--- config.mk ---
export PLATFORM = sky130hd
export DESIGN_NAME = sad_match_collector
export DESIGN_NICKNAME = d
export VERILOG_FILES = /design/src/rtl/sad_pkg.sv /design/src/rtl/match_fifo.sv /design/src/rtl/sad_match_collector.sv
export SDC_FILE = /design/constraint.sdc
export NUM_CORES = 1
export LEC_CHECK = 0
export CAP_MARGIN = 20
export CORE_ASPECT_RATIO = 1.25
export CORE_MARGIN = 2
export CORE_UTILIZATION = 59
export DETAILED_ROUTE_END_ITERATION = 10
export PLACE_DENSITY = 0.79
export SETUP_SLACK_MARGIN = 0.2
export SLEW_MARGIN = 20
export SYNTH_ARGS = -nofsm -noshare
export SYNTH_HDL_FRONTEND = slang
export SYNTH_HIERARCHICAL = 1
export SYNTH_SLANG_ARGS = --single-unit
--- constraint.sdc ---
create_clock -name clk -period 4.9 [get_ports clk]
set_clock_uncertainty 0.15 [all_clocks]
set_input_delay 0.98 -clock clk [delete_from_list [all_inputs] [get_ports clk]]
set_output_delay 0.98 -clock clk [all_outputs]
set_load 0.05 [all_outputs]
--- src/rtl/sad_pkg.sv ---
// Shared constants, collector state encoding and match record layout for the
// SAD match collector.
package sad_pkg;

    localparam int COORD_W    = 10;
    localparam int FRAME_ROWS = 480;
    localparam int ROW_W      = 10;

    typedef logic [1:0] state_t;

    localparam state_t ST_IDLE    = 2'd0;
    localparam state_t ST_COLLECT = 2'd1;
    localparam state_t ST_DRAIN   = 2'd2;
    localparam state_t ST_DONE    = 2'd3;

    typedef struct packed {
        logic [ROW_W-1:0]   row;
        logic [COORD_W-1:0] col;
    } match_rec_t;

endpackage

--- src/rtl/match_fifo.sv ---
// Synchronous FIFO with an extra pointer bit for full/empty; the head is read
// straight from storage, so a push into an empty FIFO is visible next cycle.
module match_fifo #(
    parameter int WIDTH = 20,
    parameter int DEPTH = 8
) (
    input  logic             clk,
    input  logic             rst,
    input  logic             push,
    input  logic [WIDTH-1:0] din,
    input  logic             pop,
    output logic [WIDTH-1:0] dout,
    output logic             empty,
    output logic             full
);

    localparam int AW = $clog2(DEPTH);

    logic [AW:0]      wr_ptr_q, wr_ptr_d;
    logic [AW:0]      rd_ptr_q, rd_ptr_d;
    logic [WIDTH-1:0] mem_q [DEPTH];
    logic             do_push, do_pop;

    assign empty = (wr_ptr_q == rd_ptr_q);
    assign full  = (wr_ptr_q[AW] != rd_ptr_q[AW]) &&
                   (wr_ptr_q[AW-1:0] == rd_ptr_q[AW-1:0]);

    // A pop frees the slot this cycle, so a push into a full FIFO is accepted then.
    assign do_pop  = pop && !empty;
    assign do_push = push && (!full || do_pop);

    always_comb begin
        wr_ptr_d = do_push ? wr_ptr_q + 1'b1 : wr_ptr_q;
        rd_ptr_d = do_pop  ? rd_ptr_q + 1'b1 : rd_ptr_q;
    end

    always_ff @(posedge clk or negedge rst) begin
        if (!rst) begin
            wr_ptr_q <= '0;
            rd_ptr_q <= '0;
        end else begin
            wr_ptr_q <= wr_ptr_d;
            rd_ptr_q <= rd_ptr_d;
        end
    end

    always_ff @(posedge clk) begin
        if (do_push) begin
            mem_q[wr_ptr_q[AW-1:0]] <= din;
        end
    end

    assign dout = mem_q[rd_ptr_q[AW-1:0]];

endmodule

--- src/rtl/sad_match_collector.sv ---
// Tags per-row SAD results with a row index, queues matches and streams them
// out over valid/ready, reporting match count and overflow at frame end.
//
//   state   | meaning
//   --------+----------------------------------------------------------
//   IDLE    | waiting for frame_start
//   COLLECT | accepting row results until the last row of the frame
//   DRAIN   | waiting for the consumer to empty the match FIFO
//   DONE    | one-cycle frame_done pulse, then back to IDLE
module sad_match_collector
    import sad_pkg::*;
#(
    parameter int FIFO_DEPTH = 8,
    parameter int CNT_W      = 10
) (
    input  logic               clk,
    input  logic               rst,
    input  logic               frame_start,
    input  logic               row_valid,
    input  logic               sad_status,
    input  logic [COORD_W-1:0] coordinate,
    output logic               match_valid,
    input  logic               match_ready,
    output logic [ROW_W-1:0]   match_row,
    output logic [COORD_W-1:0] match_col,
    output logic               busy,
    output logic               frame_done,
    output logic [CNT_W-1:0]   match_count,
    output logic               overflow
);

    state_t           state_q, state_d;
    logic [ROW_W-1:0] row_cnt_q, row_cnt_d;
    logic [CNT_W-1:0] count_q, count_d;
    logic             ovf_q, ovf_d;
    logic             fifo_push, fifo_pop, fifo_empty, fifo_full;
    match_rec_t       push_rec, head_rec;

    assign fifo_pop = !fifo_empty && match_ready;
    assign push_rec = '{row: row_cnt_q, col: coordinate};

    always_comb begin
        state_d   = state_q;
        row_cnt_d = row_cnt_q;
        count_d   = count_q;
        ovf_d     = ovf_q;
        fifo_push = 1'b0;
        case (state_q)
            ST_IDLE: begin
                if (frame_start) begin
                    state_d   = ST_COLLECT;
                    row_cnt_d = '0;
                    count_d   = '0;
                    ovf_d     = 1'b0;
                end
            end
            ST_COLLECT: begin
                if (row_valid) begin
                    row_cnt_d = row_cnt_q + 1'b1;
                    if (sad_status) begin
                        // Dropped matches still count toward match_count.
                        count_d = (count_q == '1) ? count_q : count_q + 1'b1;
                        if (!fifo_full || fifo_pop) begin
                            fifo_push = 1'b1;
                        end else begin
                            ovf_d = 1'b1;
                        end
                    end
                    if (row_cnt_q == ROW_W'(FRAME_ROWS - 1)) begin
                        state_d = ST_DRAIN;
                    end
                end
            end
            ST_DRAIN: begin
                if (fifo_empty) begin
                    state_d = ST_DONE;
                end
            end
            ST_DONE: state_d = ST_IDLE;
            default: state_d = ST_IDLE;
        endcase
    end

    always_ff @(posedge clk or negedge rst) begin
        if (!rst) begin
            state_q   <= ST_IDLE;
            row_cnt_q <= '0;
            count_q   <= '0;
            ovf_q     <= 1'b0;
        end else begin
            state_q   <= state_d;
            row_cnt_q <= row_cnt_d;
            count_q   <= count_d;
            ovf_q     <= ovf_d;
        end
    end

    match_fifo #(
        .WIDTH ($bits(match_rec_t)),
        .DEPTH (FIFO_DEPTH)
    ) u_fifo (
        .clk   (clk),
        .rst   (rst),
        .push  (fifo_push),
        .din   (push_rec),
        .pop   (fifo_pop),
        .dout  (head_rec),
        .empty (fifo_empty),
        .full  (fifo_full)
    );

    // Head fields are forced to zero while empty so storage contents never leak out.
    assign match_valid = !fifo_empty;
    assign match_row   = fifo_empty ? '0 : head_rec.row;
    assign match_col   = fifo_empty ? '0 : head_rec.col;
    assign busy        = (state_q != ST_IDLE);
    assign frame_done  = (state_q == ST_DONE);
    assign match_count = count_q;
    assign overflow    = ovf_q;

endmodule

# Word-level counts from Yosys, hierarchy flattened
# Memory sizes are Yosys's and may differ from the RTL's.
# Index checks and enable logic that the tools add are counted.
[op_classes]
n_addsub = 4
multipliers = 0
n_div = 0
order_cmp = 0
n_eq_ne = 15
n_shift = 0
muxes = 25
n_bitwise = 0
n_reduce_logical = 15
[ops]
columns = ["cell", "count"]
rows = [
  ["two-way mux 10 bit", 7],
  ["one-hot mux 10 bit (2 select lines)", 2],
  ["adder 10 x 1 -> 10 bit, second input constant", 2],
  ["inequality test 2 bit, second input constant", 7],
  ["equality test 10 bit, second input constant", 1],
  ["equality test 10 x 9 -> 1 bit, second input constant", 1],
  ["two-way mux 1 bit", 10],
  ["AND reduction 5 bit", 2],
  ["adder 4 x 1 -> 4 bit, second input constant", 2],
  ["two-way mux 2 bit", 4],
  ["one-hot mux 2 bit (4 select lines)", 1],
  ["equality test 2 bit, second input constant", 2],
  ["equality test 4 bit", 1],
  ["logical AND 1 bit", 4],
  ["AND reduction 4 bit", 1],
  ["nonzero test 2 bit", 2],
  ["equality test 3 bit", 1],
  ["AND reduction 3 bit", 1],
  ["equality test 2 x 1 -> 1 bit, second input constant", 1],
  ["logical NOT 1 bit", 2],
  ["logical NOT 2 bit", 1],
  ["logical OR 1 bit", 2],
  ["one-hot mux 1 bit (2 select lines)", 1],
  ["inequality test 1 bit", 1],
]
[totals]
ff_bits = 31
latch_bits = 0
ramBits = 160
rom_bits = 0
input_bits = 16
output_inout_bits = 34
memories = 1
[memory_table]
columns = ["memory", "depth", "width", "read_ports", "rd_ports_with_merged_regs", "write_ports", "line", "rtl"]
rows = [
  ["u_fifo.mem_q", 8, 20, 1, 0, 1, "match_fifo.sv:21", "logic [WIDTH-1:0] mem_q [DEPTH];"],
]

# Longest topological paths before layout
# Gate-level depths: netlist (run 1).
[depth]
word_depth = 11
mapped_depth = 12

# Cells and area by module
# Netlist (run 1), hierarchy kept.
[modules_own_cells]
columns = ["module", "instances", "cells_per_inst", "area_each_um2", "seq_area_each_um2"]
rows = [
  ["match_fifo", 1, 290, 6541.3, 5004.8],
  ["sad_match_collector", 1, 174, 1524.0, 575.6],
]

# Worst setup path before layout (run 1)
# OpenSTA, ideal clock, no wires.
[synth_path]
kind = "input-to-reg"
start = "in match_ready"
end = "mem u_fifo.mem_q[5][0], enable pin"
setup_ps = 455
arrival_time_ps = 3794
t_required_ps = 4295
slack_ps = 501
cell_stages = 5
cell_sequence = "nor2b_1 o21ai_0 nor2_1 nand2_1 nor4b_1"
[synth_via]
elab_chain_cells = 9
elab_cells_between_ends = 11
classes_between = "mux (6); reduce/logical (5)"
[synth_lines]
columns = ["item", "line", "rtl"]
rows = [
  ["from (decl)", "sad_match_collector.sv:23", "input logic match_ready,"],
  ["logical AND 1 bit", "sad_match_collector.sv:39", "assign fifo_pop = !fifo_empty && match_ready;"],
  ["logical OR 1 bit", "sad_match_collector.sv:63", "if (!fifo_full || fifo_pop) begin"],
  ["two-way mux 1 bit", "sad_match_collector.sv:63", ""],
  ["two-way mux 1 bit", "sad_match_collector.sv:60", "if (sad_status) begin"],
  ["two-way mux 1 bit", "sad_match_collector.sv:58", "if (row_valid) begin"],
  ["two-way mux 1 bit", "sad_match_collector.sv:48", "case (state_q)"],
  ["named net fifo_push", "sad_match_collector.sv:36", "logic fifo_push, fifo_pop, fifo_empty, fifo_full;"],
  ["logical AND 1 bit", "match_fifo.sv:30", "assign do_push = push && (!full || do_pop);"],
  ["two-way mux 1 bit", "match_fifo.sv:48", "if (do_push) begin"],
  ["two-way mux 1 bit (not written as such)", "match_fifo.sv:49", "mem_q[wr_ptr_q[AW-1:0]] <= din;"],
  ["to (decl)", "match_fifo.sv:21", ""],
]
# The timed path passes the listed nets, and every way through them passes these cells.

==> summary.md, run 1 <==
| Metric | Value |
|---|---|
| DR WL/cell | `22.1 um` |
| Setup bufs post-CTS | `0` |
| WL final | `15700 um` |
| Synth warn | `6` |
| Required time of the critical path | `~3800 ps` |
| Htree depth | `4` |
| Gate count of the mapped netlist | `around 460` |
| Async SR Flop Fraction | `16.2%` |
| CP Capture Type | `output pin` |
| TritonCTS buffer count | `17` |
| 1st-iter DRT viols | `between 300 and 400` |
| Reg2reg start | `u_fifo/rd_ptr_q[0]` |
| Clock transition at path regs | `about 70 ps` |
| First-pass GRT wire length | `24900 um` |
| DP HPWL | `9380 um` |
| Fin crit period | `4300 ps` |
| Final setup violation count | `0` |
| Clk buf depth | `2` |
| Pwr dens | `between 600 and 700 nW/um2` |
| Clock sinks | `191` |
| Routability cong. | `between 0.8 and 0.9` |
| Nets | `549` |
| Routed Antenna Nets | `0` |
| Number of global-route vias before repair | `4569` |
| Post-Syn Nets | `488` |
| Startpoint Class | `flip-flop` |
| Sequential area share after synthesis | `69.2%` |
| Die width | `109 um` |
| DRC violations left | `0` |
| Relative slew slack | `44.0%` |
| Cts hold-fix bufs | `0` |
| Vias | `~4400` |
| Final setup TNS | `0 ps` |
| Critical Path Fanout Max | `28` |
| Root Buffer Master | `clkbuf_16` |
| Later-pin clock latency in the skew report | `420 ps` |
| Hold Path Class | `flip-flop to flip-flop` |
| Rows | `47` |
| Flops & latches, synth | `roughly 190` |
| Pin count of the biggest net entering global routing | `29` |
| Layout cell share with drive strength beyond 1 | `22.9%` |
| CTS resizes | `0` |
| Initial antenna violation count | `0` |
| Area Growth Syn to Fin | `16.6%` |
| Measured slew at the worst slew-check pin | `834 ps` |
| Worst vdd ir | `0.550 mV` |
| PortBufs | `49` |
| Outcome | `finished clean` |
| Unrepaired setup endpoints after global routing | `no` |
| Total track usage | `about a quarter` |
| Via density | `6.17` |
| Initial Utilization | `60.7%` |
| Post-route clock period utilization | `approximately 88%` |
| Launch point of the worst path | `u_fifo/rd_ptr_q[0]` |
| Main flop type after synthesis | `edfxtp_1` |
| IO Pins | `50` |
| Hold path start | `overflow` |
| Cell area after synthesis | `8070 um2` |
| Grt total ovfl | `0` |
| Fmax | `0.233 GHz` |
| Core area | `13300 um2` |
| Multi-input logic area | `2370 um2` |
| Post-synth EDFFs | `160` |
| Overall power | `0.00581 W` |
| Leakage | `roughly 3.1 nW` |
| Mean area per synthesized cell | `17.4 um2` |
| Unique cell type count in the Yosys netlist | `49` |
| Antenna fix cells | `0` |
| MaxCap Viol Count | `0` |
| CTS tree | `yes` |
| Worst EP arrival | `around 3200 ps` |
| # fillers | `858` |
| Kind of critical path | `flip-flop to output pin` |
| First drt pass iteration count | `5` |
| Die Area | `14600 um2` |
| Final slew viol count | `0` |
| Endpoints failing hold | `0` |
| Die H | `~130 um` |
| FF/Latch Area | `5580 um2` |
==> cells in the final DEF (no fill, tap or decap), types with 3 or more instances in the layout <==
master and n:
nand2b_1 3, mux2_2 23, and4_1 3, clkdlybuf4s50_1 49, a21oi_1 7, clkbuf_16 17
o31ai_1 7, nand2_1 18, nand4_1 6, bufinv_16 3, mux2i_1 4, ha_1 8
xnor2_1 7, nor3_1 3, or3_1 3, nor2b_1 22, o21ai_0 14, dfrtp_1 30
nor2_2 3, a22o_1 4, edfxtp_1 160, nand3_1 15, mux4_2 40, or2_2 3
nor2_1 11, buf_4 14, clkinv_2 4, or4_1 5, and3_1 4, nor3_2 3
inv_1 8, nor4_1 3
==> routing by layer <==
metal / vias to the layer above / wire length (um) / global-route usage, %
met2: 123 / 8270 / 39.2
met3: 19 / 650 / 4.97
met5: - / 0 / 0
li1: 1980 / - / -
met4: 0 / 276 / 9.26
met1: 2250 / 6470 / 29.9
==> synth_stat cells (3+ instances only) <==
cell type	instances	area share (%)
nand4_1	6	0.47
mux4_2	40	11
nand2_1	18	0.84
nor2_1	14	0.65
nor4_1	5	0.39
edfxtp_1	160	60
xnor2_1	7	0.76
a22o_1	4	0.43
nor3_1	6	0.37
or2_2	3	0.23
nor2b_1	22	1.7
a21oi_1	7	0.43
o21ai_0	14	0.87
buf_2	5	0.31
dfrtp_1	31	9.6
nand3_1	15	0.93
buf_4	4	0.37
inv_1	8	0.37
nand2b_1	3	0.23
and3_1	4	0.31
mux2_2	23	3.2
ha_1	8	1.2
or3_1	3	0.23
and4_1	3	0.33
mux2i_1	4	0.50
buf_6	3	0.42
o31ai_1	7	0.65
clkbuf_1	8	0.37
or4_1	5	0.47
==> registers in the layout, indices dropped and copies added, names as in the netlist <==
register / count
row_cnt_q: 10
u_fifo/rd_ptr_q: 4
match_count: 10
u_fifo/mem_q: 160
state_q: 2
overflow: 1
u_fifo/wr_ptr_q: 4
==> metrics by stage <==
| step | area (um2) | hold WS [ps] | utilization (%) | setup WS [ps] | cells |
|---|---|---|---|---|---|
| global route | 9400 | 447 | 70.7 | 403 | 709 |
| CTS | 9400 | 397 | 70.7 | 515 | 709 |
| finish | 9400 | 396 | 70.7 | 601 | 709 |
| detailed placement | 8810 | 361 | 66.3 | 999 | 677 |
| floorplan | 8070 | 375 | - | 501 | 464 |
| global placement | 8810 | 351 | 66.3 | 1030 | 677 |
==> where the power goes <==
group | internal [W] | switching, W | leakage [nW]
clock network | 0.000801 | 0.000568 | 0.288
registers | 0.00188 | 0.000165 | 1.83
logic | 0.000969 | 0.00143 | 1.03
==> worst paths after layout <==
path,slack [ps],depth (start not counted),endpoint
worst max register to register,1130,9,u_fifo/mem_q[5][6]
worst max-delay path,600,5,match_col[6]
max in group asynchronous,3160,2,row_cnt_q[3]
min in group asynchronous,750,1,u_fifo/rd_ptr_q[3]
worst min-delay path,400,2,overflow
worst min register to register,400,2,overflow
==> cell families (layout without fill, tap and decap cells) <==
kind of cell | after synthesis | count (layout) | share of synthesized area, %
buf+inv | 30 | 104 | 1.95
xor+xnor | 10 | 10 | 1.18
mux | 68 | 68 | 15.1
compound gates | 46 | 46 | 3.86
fa+ha+maj | 8 | 8 | 1.24
simple gates | 111 | 111 | 7.51
flops | 191 | 191 | 69.2
==> worst max-delay path: stages (launching register included) <==
cell             delay [ps]
dfrtp_2                 740
buf_12                  310
mux4_2                  530
mux2_2                  270
nor2b_1                 140
clkdlybuf4s50_1         720
==> area by class of cell <==
type | count | area share [%]
Clock inverter | 14 | 1.74
Sequential cell | 191 | 59.4
Clock buffer | 18 | 4.56
Timing Repair Buffer | 64 | 6.55
Multi-Input combinational cell | 243 | 25.2
Tap cell | 171 | 2.28
Inverter | 8 | 0.319
No activity file was read; power rests on OpenSTA's default activity.
==> run 2: changes to the inputs <==
- ABC_AREA: not set -> 1
- CTS_BUF_LIST: not set -> sky130_fd_sc_hd__clkbuf_16
- CTS_CLUSTER_DIAMETER: not set -> 30
==> run 2 against run 1 <==
Net effect: first-iteration DRC count grew 86%; power grew 6.7%; sequential share of layout area shrank 1.6 points; final cell count grew 43%; register-to-register slack lost 230 ps; critical path type unchanged.
==> summary.md, run 2 <==
| Metric | Value |
|---|---|
| Clock transition at path regs | `80 ps (about the same)` |
| Flops & latches, synth | `191 (unchanged)` |
| Post-synth EDFFs | `160 (unchanged)` |
| 1st-iter DRT viols | `624 (+86%)` |
| TritonCTS buffer count | `17 (unchanged)` |
| Fin crit period | `4480 ps (+180 ps)` |
| DRC violations left | `0 (unchanged)` |
| Total track usage | `26.3% (+2.9 points)` |
| PortBufs | `49 (unchanged)` |
| Nets | `849 (+55%)` |
| Commonest non-fill, non-tap cell in the layout | `edfxtp_1` |
| Kind of critical path | `flip-flop to output pin` |
| Final setup TNS | `0 ps (unchanged)` |
| Crit path max-delay cell type | `clkdlybuf4s50_1` |
| Most frequent cells after synthesis | `160 x edfxtp_1, 145 x nand2_1, 132 x nor2_1, 86 x o21ai_0, 49 x inv_1` |
| Highest Signal Layer | `met4` |
| Number of global-route vias before repair | `5777 (+26%)` |
| Post-route clock period utilization | `91.4% (+3.7 points)` |
| Clock Power Share | `23.2% (-0.4 points)` |
| Core area | `13800 um2 (+3.9%)` |
| # fillers | `948 (+10%)` |
| Post-route design area | `9680 um2 (+2.9%)` |
| WL final | `19000 um (+21%)` |
| Crit-path max cell delay | `810 ps (+70 ps)` |
| DP HPWL | `11200 um (+20%)` |
| IO Pins | `50 (unchanged)` |
| DR WL/cell | `18.7 um (-15%)` |
| Cts hold-fix bufs | `0 (unchanged)` |
| Delay-heaviest family, CP | `buffers and inverters` |
| Die Area | `15100 um2 (+3.3%)` |
| Htree depth | `4 (unchanged)` |
| Logic pwr share | `44.1% (+2.9 points)` |
| MaxCap Viol Count | `0 (unchanged)` |
| Most common cell in the netlist | `edfxtp_1` |
| Root Buffer Master | `clkbuf_16` |
| Critical Path Fanout Max | `48 (+71%)` |
| Most frequent cells in the layout | `160 x edfxtp_1, 145 x nand2_1, 125 x nor2_1, 86 x o21ai_0, 49 x clkdlybuf4s50_1` |
| Final slew viol count | `0 (unchanged)` |
| Unique cell type count in the Yosys netlist | `35 (-29%)` |
| Layout cell share with drive strength beyond 1 | `9.79% (-13 points)` |
| First drt pass iteration count | `5 (unchanged)` |
| Worst vdd ir | `0.758 mV (+38%)` |
| Vias | `5924 (+35%)` |
| DP Area | `9040 um2 (+2.6%)` |
| Largest register FFs | `160 (unchanged)` |
| Fmax | `0.223 GHz (-4.0%)` |
| Synth top area cells | `edfxtp_1 58%, dfrtp_1 9.3%, nand2_1 6.5%` |
| Gate count of the mapped netlist | `777 (+67%)` |
| Sw Share | `43.6% (+6.4 points)` |
| Routed Antenna Nets | `0 (unchanged)` |
| Internal | `0.00350 W (-4.2%)` |
| Main flop type after synthesis | `edfxtp_1` |
| Outcome | `finished clean` |
| Leakage | `3.62 nW (+15%)` |
| First-pass GRT wire length | `29400 um (+18%)` |
| Clock sinks | `191 (unchanged)` |
| Unrepaired setup endpoints after global routing | `no` |
| Async SR Flop Fraction | `16.2% (unchanged)` |
| Metal2 WL | `9860 um (+19%)` |
| Sequential area share after synthesis | `66.9% (-2.3 points)` |
| Pwr dens | `641 nW/um2 (+3.7%)` |
| Via density | `5.84 (-5.3%)` |
| Measured slew at the worst slew-check pin | `865 ps (+31.2 ps)` |
| Rows | `48 (+2.1%)` |
| Bufs and invs on worst path | `3 (+1)` |
| Synth warn | `6 (unchanged)` |
| Initial Utilization | `60.4% (-0.31 points)` |
| Met3 wire length | `1270 um (+95%)` |
| Net Switching | `0.00270 W (+25%)` |
| Top cell type by total area after synthesis | `edfxtp_1` |
| Clk buf depth | `2 (unchanged)` |
| Cell area after synthesis | `8340 um2 (+3.4%)` |
| Required time of the critical path | `3770 ps (about the same)` |
| Mean area per synthesized cell | `10.7 um2 (-38%)` |
| Hold Path Class | `flip-flop to flip-flop` |
| CP Capture Type | `output pin` |
| Routability cong. | `0.819 (+2.1%)` |
| Cells along the critical path | `buf_4, o21ai_0, o22ai_1, nand2_1, nand2_1, inv_1, nor2_1, clkdlybuf4s50_1` |
| Post-Syn Nets | `801 (+64%)` |
| Final setup violation count | `0 (unchanged)` |
| Pin count of the biggest net entering global routing | `57 (+97%)` |
| Area Growth Syn to Fin | `16.0%` |
| Die H | `137 um (+1.6%)` |
| Die width | `110 um (+1.6%)` |
| CTS tree | `yes` |
| Grt total ovfl | `0 (unchanged)` |
| Startpoint Class | `flip-flop` |
| Later-pin clock latency in the skew report | `420 ps (about the same)` |
| Sequential share of power | `32.6% (-2.6 points)` |
| Initial antenna violation count | `1 (+1)` |
| Relative slew slack | `42.2% (-1.7 points)` |
| CP dominant cell by count | `nand2_1` |
| Post-synth top area share | `57.6% (-2.0 points)` |
| DRT met1 WL | `7270 um (+12%)` |
| Endpoints failing hold | `0 (unchanged)` |
| Worst EP arrival | `3350 ps (+180 ps)` |
-- run 2: per-stage QoR --
step                      power (W)  setup slack, ps  hold WS [ps]  std cells  utilization (%)
final                       0.00620              421           350       1014             70.0
after global placement      0.00464              744           338        981             65.4
after detailed placement    0.00475              642           333        981             65.4
after floorplan             0.00393             1580           332        777                -
after CTS                   0.00618              207           355       1013             70.0
after global routing        0.00650              202           398       1014             70.0
-- run 2: final timing paths --
path,cells past startpoint,endpoint,slack (ps),start
setup reg to reg,15,u_fifo/mem_q[7][16],900,u_fifo/rd_ptr_q[0]
setup / recovery,8,match_col[0],420,u_fifo/rd_ptr_q[0]
max in group asynchronous,2,u_fifo/rd_ptr_q[0],3470,rst
hold / removal,2,overflow,350,overflow
hold reg to reg,2,overflow,350,overflow
min in group asynchronous,2,match_count[2],800,rst
-- run 2: area by class of cell --
cell class                 instances  area (um2)  share of cell area, %
multi-input combinational        496        2410                   24.9
antenna                            1        2.50                 0.0259
inverter                          54         209                   2.16
sequential                       191        5580                   57.7
timing repair buffer              65         623                   6.44
clock buffer                      17         425                   4.40
tap                              175         219                   2.26
clock inverter                    15         199                   2.06
-- run 2: worst min-delay path: cells and delay by family, from the launching register on --
family | cells | cell delay, ps
and+or+nand+nor | 1 | 50
AOI/OAI and AO/OA | 1 | 60
DFF | 1 | 350
-- run 2: power groups by stage --
stage	registers [W]	logic, W	clock network (W)
floorplan	0.00200	0.00194	0
global placement	0.00204	0.00260	0
detailed placement	0.00205	0.00269	0
CTS	0.00201	0.00271	0.00145
global route	0.00203	0.00295	0.00152
finish	0.00202	0.00274	0.00144
-- run 2: cell families (layout without fill, tap and decap cells) --
| logic type | Yosys count | count (layout) | share of synthesized area [%] |
|---|---|---|---|
| xor gates and xnor gates | 8 | 8 | 0.930 |
| adders and majority gates | 8 | 8 | 1.20 |
| and+or+nand+nor | 334 | 334 | 16.9 |
| buffers and inverters | 90 | 151 | 4.35 |
| other | 0 | 1 | 0 |
| AOI/OAI and AO/OA | 146 | 146 | 9.72 |
| DFF | 191 | 191 | 66.9 |
-- run 2: per-layer routing --
metal	up-vias	global-route usage, %
met5	-	0
met4	0	12.2
met3	41	5.67
met2	268	45.6
met1	2843	31.0
li1	2772	-
-- run 2: timing repair --
| action | in CTS | in global routing |
|---|---|---|
| endpoints found under the setup margin | 0 | 21 |
| buffers inserted | 0 | 0 |
| resized for setup | 0 | 4 |
| endpoints found under the hold margin | 0 | 0 |
